## src/rtl/mult_iter_if.sv

```systemverilog
// Handshake and data bundle between the execute stage and the iterative
// multiplier. The pipeline side is the master; the multiplier is the slave.
interface mult_iter_if #(
  parameter int WIDTH = 32
);

  logic                 start;
  logic                 is_signed;
  logic                 flush;
  logic [WIDTH-1:0]     a;
  logic [WIDTH-1:0]     b;
  logic                 busy;
  logic                 done;
  logic [2*WIDTH-1:0]   z;

  modport master (
    output start,
    output is_signed,
    output flush,
    output a,
    output b,
    input  busy,
    input  done,
    input  z
  );

  modport slave (
    input  start,
    input  is_signed,
    input  flush,
    input  a,
    input  b,
    output busy,
    output done,
    output z
  );

endinterface

```

## src/rtl/mult_iter.sv

```systemverilog
// Iterative shift-add multiplier for MULT/MULTU.
// Operands are reduced to magnitudes when signed, multiplied STEP bits per
// cycle into a 2*WIDTH accumulator, then sign-corrected in a final FIX cycle.
// Latency is fixed: no early exit on zero operands, so the pipeline stall
// length never depends on data.
// WIDTH must be >= 2 and STEP must divide WIDTH.
module mult_iter #(
  parameter int WIDTH = 32,
  parameter int STEP  = 1
) (
  input  logic        clk,
  input  logic        reset,
  mult_iter_if.slave  bus
);

  localparam int NSTEPS = WIDTH / STEP;
  localparam int CW     = $clog2(NSTEPS + 1);

  typedef enum logic [1:0] {
    IDLE = 2'd0,
    CALC = 2'd1,
    FIX  = 2'd2
  } state_t;

  state_t               state_q, state_d;
  logic [2*WIDTH-1:0]   mcand_q, mcand_d;
  logic [WIDTH-1:0]     mplier_q, mplier_d;
  logic [2*WIDTH-1:0]   acc_q, acc_d;
  logic [CW-1:0]        count_q, count_d;
  logic                 neg_q, neg_d;
  logic                 busy_q, busy_d;
  logic                 done_q, done_d;
  logic [2*WIDTH-1:0]   z_q, z_d;

  logic [WIDTH-1:0]     magA;
  logic [WIDTH-1:0]     magB;
  logic [2*WIDTH-1:0]   pp;

  // Operand magnitudes; the most-negative value maps to 2^(WIDTH-1), which
  // still fits as an unsigned WIDTH-bit number.
  always_comb begin
    magA = bus.a;
    magB = bus.b;
    if (bus.is_signed && bus.a[WIDTH-1]) begin
      magA = -bus.a;
    end
    if (bus.is_signed && bus.b[WIDTH-1]) begin
      magB = -bus.b;
    end
  end

  // Partial product of the shifted multiplicand and the low STEP multiplier bits.
  always_comb begin
    pp = '0;
    for (int i = 0; i < STEP; i++) begin
      if (mplier_q[i]) begin
        pp = pp + (mcand_q << i);
      end
    end
  end

  // Next-state logic: accept in IDLE, accumulate in CALC, publish in FIX.
  // Flush in CALC/FIX abandons the operation without touching z.
  always_comb begin
    state_d  = state_q;
    mcand_d  = mcand_q;
    mplier_d = mplier_q;
    acc_d    = acc_q;
    count_d  = count_q;
    neg_d    = neg_q;
    busy_d   = busy_q;
    done_d   = 1'b0;
    z_d      = z_q;

    case (state_q)
      IDLE: begin
        if (bus.start && !bus.flush) begin
          mcand_d  = {{WIDTH{1'b0}}, magA};
          mplier_d = magB;
          acc_d    = '0;
          count_d  = CW'(NSTEPS);
          neg_d    = bus.is_signed & (bus.a[WIDTH-1] ^ bus.b[WIDTH-1]);
          busy_d   = 1'b1;
          state_d  = CALC;
        end
      end

      CALC: begin
        if (bus.flush) begin
          busy_d  = 1'b0;
          state_d = IDLE;
        end else begin
          acc_d    = acc_q + pp;
          mcand_d  = mcand_q << STEP;
          mplier_d = mplier_q >> STEP;
          count_d  = count_q - CW'(1);
          if (count_q == CW'(1)) begin
            state_d = FIX;
          end
        end
      end

      FIX: begin
        busy_d  = 1'b0;
        state_d = IDLE;
        if (!bus.flush) begin
          z_d    = neg_q ? -acc_q : acc_q;
          done_d = 1'b1;
        end
      end

      default: begin
        busy_d  = 1'b0;
        state_d = IDLE;
      end
    endcase
  end

  // State and datapath registers with asynchronous clear of everything.
  always_ff @(posedge clk or posedge reset) begin
    if (reset) begin
      state_q  <= IDLE;
      mcand_q  <= '0;
      mplier_q <= '0;
      acc_q    <= '0;
      count_q  <= '0;
      neg_q    <= 1'b0;
      busy_q   <= 1'b0;
      done_q   <= 1'b0;
      z_q      <= '0;
    end else begin
      state_q  <= state_d;
      mcand_q  <= mcand_d;
      mplier_q <= mplier_d;
      acc_q    <= acc_d;
      count_q  <= count_d;
      neg_q    <= neg_d;
      busy_q   <= busy_d;
      done_q   <= done_d;
      z_q      <= z_d;
    end
  end

  assign bus.busy = busy_q;
  assign bus.done = done_q;
  assign bus.z    = z_q;

endmodule
```

## src/flat_wrapper.sv

```systemverilog
// flat-port wrapper written by rule: the top's interface ports become plain ports
module mult_iter_flat 
#(
  parameter int WIDTH = 32,
  parameter int STEP  = 1
)
  (clk, reset, bus_start, bus_is_signed, bus_flush, bus_a, bus_b, bus_busy, bus_done, bus_z);
  mult_iter_if #(.WIDTH(WIDTH)) bus_i ();
  input  logic clk;
  input  logic reset;
  input wire logic [$bits(bus_i.start)-1:0] bus_start;
  input wire logic [$bits(bus_i.is_signed)-1:0] bus_is_signed;
  input wire logic [$bits(bus_i.flush)-1:0] bus_flush;
  input wire logic [$bits(bus_i.a)-1:0] bus_a;
  input wire logic [$bits(bus_i.b)-1:0] bus_b;
  output wire logic [$bits(bus_i.busy)-1:0] bus_busy;
  output wire logic [$bits(bus_i.done)-1:0] bus_done;
  output wire logic [$bits(bus_i.z)-1:0] bus_z;
  assign bus_i.start = bus_start;
  assign bus_i.is_signed = bus_is_signed;
  assign bus_i.flush = bus_flush;
  assign bus_i.a = bus_a;
  assign bus_i.b = bus_b;
  assign bus_busy = bus_i.busy;
  assign bus_done = bus_i.done;
  assign bus_z = bus_i.z;
  mult_iter #(.WIDTH(WIDTH), .STEP(STEP)) u_core (.clk(clk), .reset(reset), .bus(bus_i));
endmodule
```

## config.mk

```make
export PLATFORM = sky130hd
export DESIGN_NAME = mult_iter_flat
export DESIGN_NICKNAME = d
export VERILOG_FILES = /design/src/rtl/mult_iter_if.sv /design/src/rtl/mult_iter.sv /design/src/flat_wrapper.sv
export SDC_FILE = /design/constraint.sdc
export NUM_CORES = 1
export LEC_CHECK = 0
export ABC_AREA = 1
export ABC_CLOCK_PERIOD_IN_PS = 9740
export CAP_MARGIN = 5
export CORE_UTILIZATION = 55
export CTS_BUF_LIST = sky130_fd_sc_hd__clkbuf_4 sky130_fd_sc_hd__clkbuf_8
export CTS_CLUSTER_SIZE = 14
export DETAILED_ROUTE_END_ITERATION = 8
export GPL_ROUTABILITY_DRIVEN = 0
export PLACE_DENSITY_LB_ADDON = 0.15
export REMOVE_ABC_BUFFERS = 1
export SYNTH_ARGS = -nofsm -noshare
export SYNTH_HDL_FRONTEND = slang
export SYNTH_SLANG_ARGS = --single-unit
```

## constraint.sdc

```tcl
create_clock -name clk -period 9.74 [get_ports clk]
set_clock_uncertainty 0.1 [all_clocks]
set_input_delay 1.948 -clock clk [delete_from_list [all_inputs] [get_ports clk]]
set_output_delay 1.948 -clock clk [all_outputs]
set_load 0.1 [all_outputs]
```

==> results of run 1 <==
-- metrics by stage --
stage	instances	area (um^2)
final	3808	22030
after global routing	3808	22030
after CTS	3808	22030
after detailed placement	3731	21020
after global placement	3731	21020
after floorplan	3131	19010
-- kinds of logic after synthesis --
| group | after synthesis |
|---|---|
| flops | 235 |
| buf+inv | 658 |
| xor+xnor | 56 |
| simple gates | 1797 |
| fa+ha+maj | 69 |
| compound gates | 394 |
-- sequential cells by signal (all words and copies together) (netlist names) --
name	count
u_core.mcand_q	64
u_core.count_q	6
u_core.bus.z	64
u_core.bus.busy	1
u_core.state_q	2
u_core.neg_q	1
u_core.mplier_q	32
u_core.bus.done	1
u_core.acc_q	64
-- path summary, 6_finish.rpt --
| path | to | slack (ns) | depth (start not counted) |
|---|---|---|---|
| worst max-delay path | u_core.mcand_q[15] | 5.11 | 10 |
| worst min-delay path | u_core.bus.z[62] | 0.38 | 2 |
| worst max register to register | u_core.mcand_q[15] | 5.95 | 12 |
| worst min register to register | u_core.bus.z[62] | 0.38 | 2 |
| max in group asynchronous | u_core.neg_q | 6.23 | 3 |
| min in group asynchronous | u_core.mplier_q[2] | 1.81 | 2 |
-- area by class of cell --
class                           count  area share
Timing Repair Buffer              145     0.06464
Multi-Input combinational cell   2316      0.4973
Sequential cell                   235      0.2671
Clock inverter                     12    0.007895
Clock buffer                       65     0.03806
Tap cell                          455     0.02584
Inverter                          580     0.09917
-- Yosys cell counts (2+ instances only) --
cell type and n:
xnor2_1 3, o22ai_1 39, ha_1 68, buf_2 26
or2_2 17, o21ai_0 174, inv_2 9, o21a_1 2
nor2_1 281, buf_6 2, nor2_4 9, clkbuf_1 46
and3_1 2, a21oi_1 99, buf_4 3, a21boi_0 4
o2111ai_1 2, nor3_2 4, nand3_2 3, dfrtp_1 235
nor2_2 7, nor3_1 37, inv_1 571, xor2_1 52
o31ai_1 6, nand3_1 209, o21ai_1 23, nand2_2 5
nor3b_2 2, o211ai_1 6, nand2_1 1178, o21bai_1 2
nand4_1 27, a22oi_1 35, nor4_1 5, nand3b_1 5
-- power groups by stage --
| stage | registers (mW) | clock network, mW | logic [mW] |
|---|---|---|---|
| floorplan | 1.51 | 0 | 1.34 |
| global placement | 1.37 | 0 | 2.02 |
| detailed placement | 1.37 | 0 | 2.07 |
| CTS | 1.36 | 1.11 | 2.08 |
| global route | 1.39 | 1.16 | 2.34 |
| finish | 1.37 | 1.09 | 2.11 |
-- routing by layer --
metal | vias up | global-route usage | share of wire
li1 | 10222 | - | -
met1 | 9200 | 0.4434 | 0.44
met2 | 902 | 0.5004 | 0.43
met3 | 169 | 0.04519 | 0.086
met4 | 0 | 0.1514 | 0.042
met5 | - | 0 | 0
-- critical path, stage by stage --
cell and delay [ns]:
clkdlybuf4s50_1 0.54, inv_2 0.10, nand3_2 0.45, inv_2 0.48, nor2_4 0.07, buf_4 0.33
inv_2 0.09, buf_4 0.59, o21ai_0 0.19, o22ai_1 0.16
==> flow_summary.toml, run 1 <==
[hold_path]
min-delay-start = "u_core.bus.z[62]"
hold_class = "reg -> reg"

[yosys]
synth_warnings = 0
synth_area_leaders = "dfrtp_1 (30%), nand2_1 (23%), inv_1 (11%), nor2_1 (5.4%), nand3_1 (5.4%)"
synth_adder_area_share = 0.04498
synth-compound-area-share = 0.1121
synth.top_cell.area_share = 0.3038
muxShareOfSynthArea = 0
synth_edf_count = 0
synth_seq_area_share = 0.3038
synth_top_family_by_area = "simple AND/OR/NAND/NOR gates"
synth_cells = 3209
synth_xor_xnor_area_share = 0.02572
async_flop_share = 1.000
ys_seq_elements = 235
yosysUniqueCellTypes = 47
avgSynthCellArea_um2 = 6.033
synthFlopType = "dfrtp_1"
netlist_area_mm2 = 0.01936
synth-simple-area-share = 0.3828
yosysTopAreaCell = "dfrtp_1"

[detailed_routing]
drc_errors = 0
viasPerCell = 5.382
ant_nets = 0
first_pass_iters = 7
wl_per_cell_um = 14.96
vias = 20493
wirelength_um = 56980
drt_iter0_markers = 1662

[timing]
fmax_mhz = 216.2
relSlewSlack = 0.2945
whs_ns = 0.3754
period_needed_ns = 4.625
setup_slack_ns = 5.115
period_share = 0.4749
tightest_slew_ns = 1.058
hold_viol = 0
rsz0062_at_grt = "no"
drv_slew = 0
finalSetupViolCount = 0
setup_tns_ns = 0

[floorplan]
die_h_um = 189.6
fp-row-count = 68
placeableCoreArea_mm2 = 0.03463
num_io_pins = 135
start_util = 0.5590
die_x_um = 189.6
die_area_mm2 = 0.03595

[power]
p_int_mw = 2.457
p_seq_frac = 0.300
swShare = 0.4624
peakVddDrop_uv = 159.1
comb_power_share = 0.462
p_sw_mw = 2.113
power_frac_clock = 0.238
pwr_density_cell_mw_per_mm2 = 207.5
power.leakage_nw = 12.46
fin_total_pwr_mw = 4.570

[critical_path]
cp_max_fo = 73
cp-startpoint = "bus_flush"
rr_startpoint = "u_core.state_q[0]"
crit_path_end_kind = "flip-flop"
path_class = "in -> reg"
cp.required_ns = 10.11
start_kind = "input pin"
arrival_ns = 5.00

[placed_design]
io_buffers = 134
place_hpwl_um = 44030
dp_slack_ns = 4.570

[final_layout]
mostFrequentLayoutCells = "nand2_1 (1178), inv_1 (570), nor2_1 (281)"
n_antenna_cell = 0
n_fill_cell = 3354
regArea_mm2 = 0.005883
drive_above_1_share = 0.04503
areaGrowthSynthToFinish_pct = 13.79
layout.nets = 3459
final_common_cell = "nand2_1"
fin_util = 0.6361
multi_input_area_mm2 = 0.01096

[global_routing]
grt_pass1_vias = 18830
grt-ovfl-total = 0
grt_max_degree = 110
grt_antenna_before_repair = 0
grt_pass1_wl_um = 93130
grt_usage = 0.3223

[clocking]
ctsRootBufferMaster = "clkbuf_8"
clock-sinks = 235
cts_made_buffers = 43
htreeDepth = 2
path_clk_slew_ns = 0.06
clockBufferDepth = 3
worstSkewPairLatency_ns = 0.58
cts.repair.resized = 0
ctsHoldBuffers = 0
cts_tree = "yes"
postCtsSetupBuffers = 0

[flow_run]
cap_violations = 0

[run_status]
status = "finished, final reports clean"
(Power assumes the default switching activity.)
==> run 2: changes to the inputs <==
Settings changed: ABC_CLOCK_PERIOD_IN_PS 9740 to 4300.
Clock period 9.74 ns to 4.3 ns, I/O delays scaled along.
==> run 2 against run 1 <==
Against the previous run: via count about the same; cell area up 0.27%; non-clock buffer count up 6; count of clock-buffer cells in the layout up 1; register-to-register slack worse by 4.8 ns; combinational power up 130%; die area unchanged; worst hold slack better by 0.0013 ns; first-iteration DRC count up 18%.
==> flow_summary.toml, run 2 (synthesis results as in run 1) <==
[timing]
period_needed_ns = 3.185
period_share = 0.7406
whs_ns = 0.3767
finalSetupViolCount = 0
hold_viol = 0
drv_slew = 0
fmax_mhz = 314.0
tightest_slew_ns = 1.174
rsz0062_at_grt = "no"
relSlewSlack = 0.2161
setup_tns_ns = 0

[detailed_routing]
first_pass_iters = 5
viasPerCell = 5.373
ant_nets = 0
drc_errors = 0
vias = 20477
wirelength_um = 57540
wl_per_cell_um = 15.10
drt_iter0_markers = 1964

[global_routing]
grt-ovfl-total = 0
grt_pass1_wl_um = 93560
grt_antenna_before_repair = 0
grt_usage = 0.3245
grt_pass1_vias = 18927
grt_max_degree = 96

[power]
power.leakage_nw = 12.50
fin_total_pwr_mw = 10.37
p_int_mw = 5.573
p_sw_mw = 4.797
peakVddDrop_uv = 316.1
p_seq_frac = 0.303
swShare = 0.4626
comb_power_share = 0.461
power_frac_clock = 0.236
pwr_density_cell_mw_per_mm2 = 469.5

[clocking]
htreeDepth = 2
path_clk_slew_ns = 0.06
clock-sinks = 235
cts.repair.resized = 0
worstSkewPairLatency_ns = 0.59
cts_made_buffers = 42
ctsHoldBuffers = 0
ctsRootBufferMaster = "clkbuf_8"
postCtsSetupBuffers = 0
cts_tree = "yes"
clockBufferDepth = 3

[critical_path]
cp_max_fo = 38
cp.required_ns = 4.67
path_class = "reg -> reg"
crit_path_end_kind = "flip-flop"
start_kind = "flip-flop"
arrival_ns = 3.55

[final_layout]
drive_above_1_share = 0.04589
mostFrequentLayoutCells = "nand2_1 (1178), inv_1 (570), nor2_1 (281)"
n_antenna_cell = 0
fin_util = 0.6378
final_common_cell = "nand2_1"
areaGrowthSynthToFinish_pct = 14.10
layout.nets = 3464

[floorplan]
start_util = 0.5590
die_x_um = 189.6
die_area_mm2 = 0.03595
placeableCoreArea_mm2 = 0.03463
fp-row-count = 68
die_h_um = 189.6
num_io_pins = 135

[hold_path]
hold_class = "reg -> reg"

[run_status]
status = "finished, final reports clean"

[placed_design]
io_buffers = 134
place_hpwl_um = 44770

[flow_run]
cap_violations = 0
run 2: cell count changes in the layout (fill, tap and decap cells not counted):
cell	before	now
buf_12	0	3
buf_4	11	14
clkbuf_4	9	10
clkinvlp_4	4	1
inv_6	1	0
run 2: power groups by stage:
stage,Clock [mW],Sequential [mW],Combinational (mW)
detailed placement,0,3.15,4.68
global route,2.58,3.19,5.28
floorplan,0,3.41,3.04
finish,2.45,3.14,4.78
global placement,0,3.14,4.58
CTS,2.49,3.12,4.70
run 2: final timing paths:
kind / startpoint / end / slack, ns / cells after the start
hold / removal: u_core.bus.z[42] / u_core.bus.z[42] / 0.38 / 2
min in group asynchronous: reset / u_core.acc_q[39] / 0.69 / 2
hold reg to reg: u_core.bus.z[42] / u_core.bus.z[42] / 0.38 / 2
max in group asynchronous: reset / u_core.bus.z[6] / 2.59 / 3
setup reg to reg: u_core.mplier_q[0] / u_core.acc_q[60] / 1.12 / 17
setup / recovery: u_core.mplier_q[0] / u_core.acc_q[60] / 1.12 / 17
run 2: routing by layer:
layer | vias up | GRT usage | routed length (um) | part of all wire
met4 | 0 | 0.1303 | 2181 | 0.038
met5 | - | 0 | 0 | 0
li1 | 10206 | - | - | -
met2 | 909 | 0.5159 | 25220 | 0.44
met1 | 9202 | 0.4453 | 25160 | 0.44
met3 | 160 | 0.04464 | 4979 | 0.087
run 2: worst max-delay path, stage by stage, from the launching register on:
cell     delay (ns)
dfrtp_2        0.82
nand2_1        0.13
inv_1          0.09
ha_1           0.19
inv_1          0.09
fa_1           0.38
inv_1          0.12
nand3_1        0.10
nand2_1        0.12
nand3_1        0.07
nand3_1        0.16
nand2_1        0.08
nand2_1        0.19
nand2_1        0.13
nand2_1        0.08
nand2_1        0.05
nand3_1        0.07
nand2_1        0.08
run 2: area by class of cell:
class                      instances  area, um^2
fill                            3353       12540
multi-input combinational       2316       10960
sequential                       235        5883
inverter                         580        2185
timing repair buffer             151        1506
clock buffer                      66       845.8
tap                              455       569.3
clock inverter                     8       142.6
run 2: metrics by stage:
step	worst slack [ns]	instances	cell area, um^2
floorplan	-3.106	3131	19010
global placement	0.9750	3737	21100
detailed placement	0.8930	3737	21100
CTS	1.164	3811	22090
global route	0.7423	3811	22090
finish	1.115	3811	22090
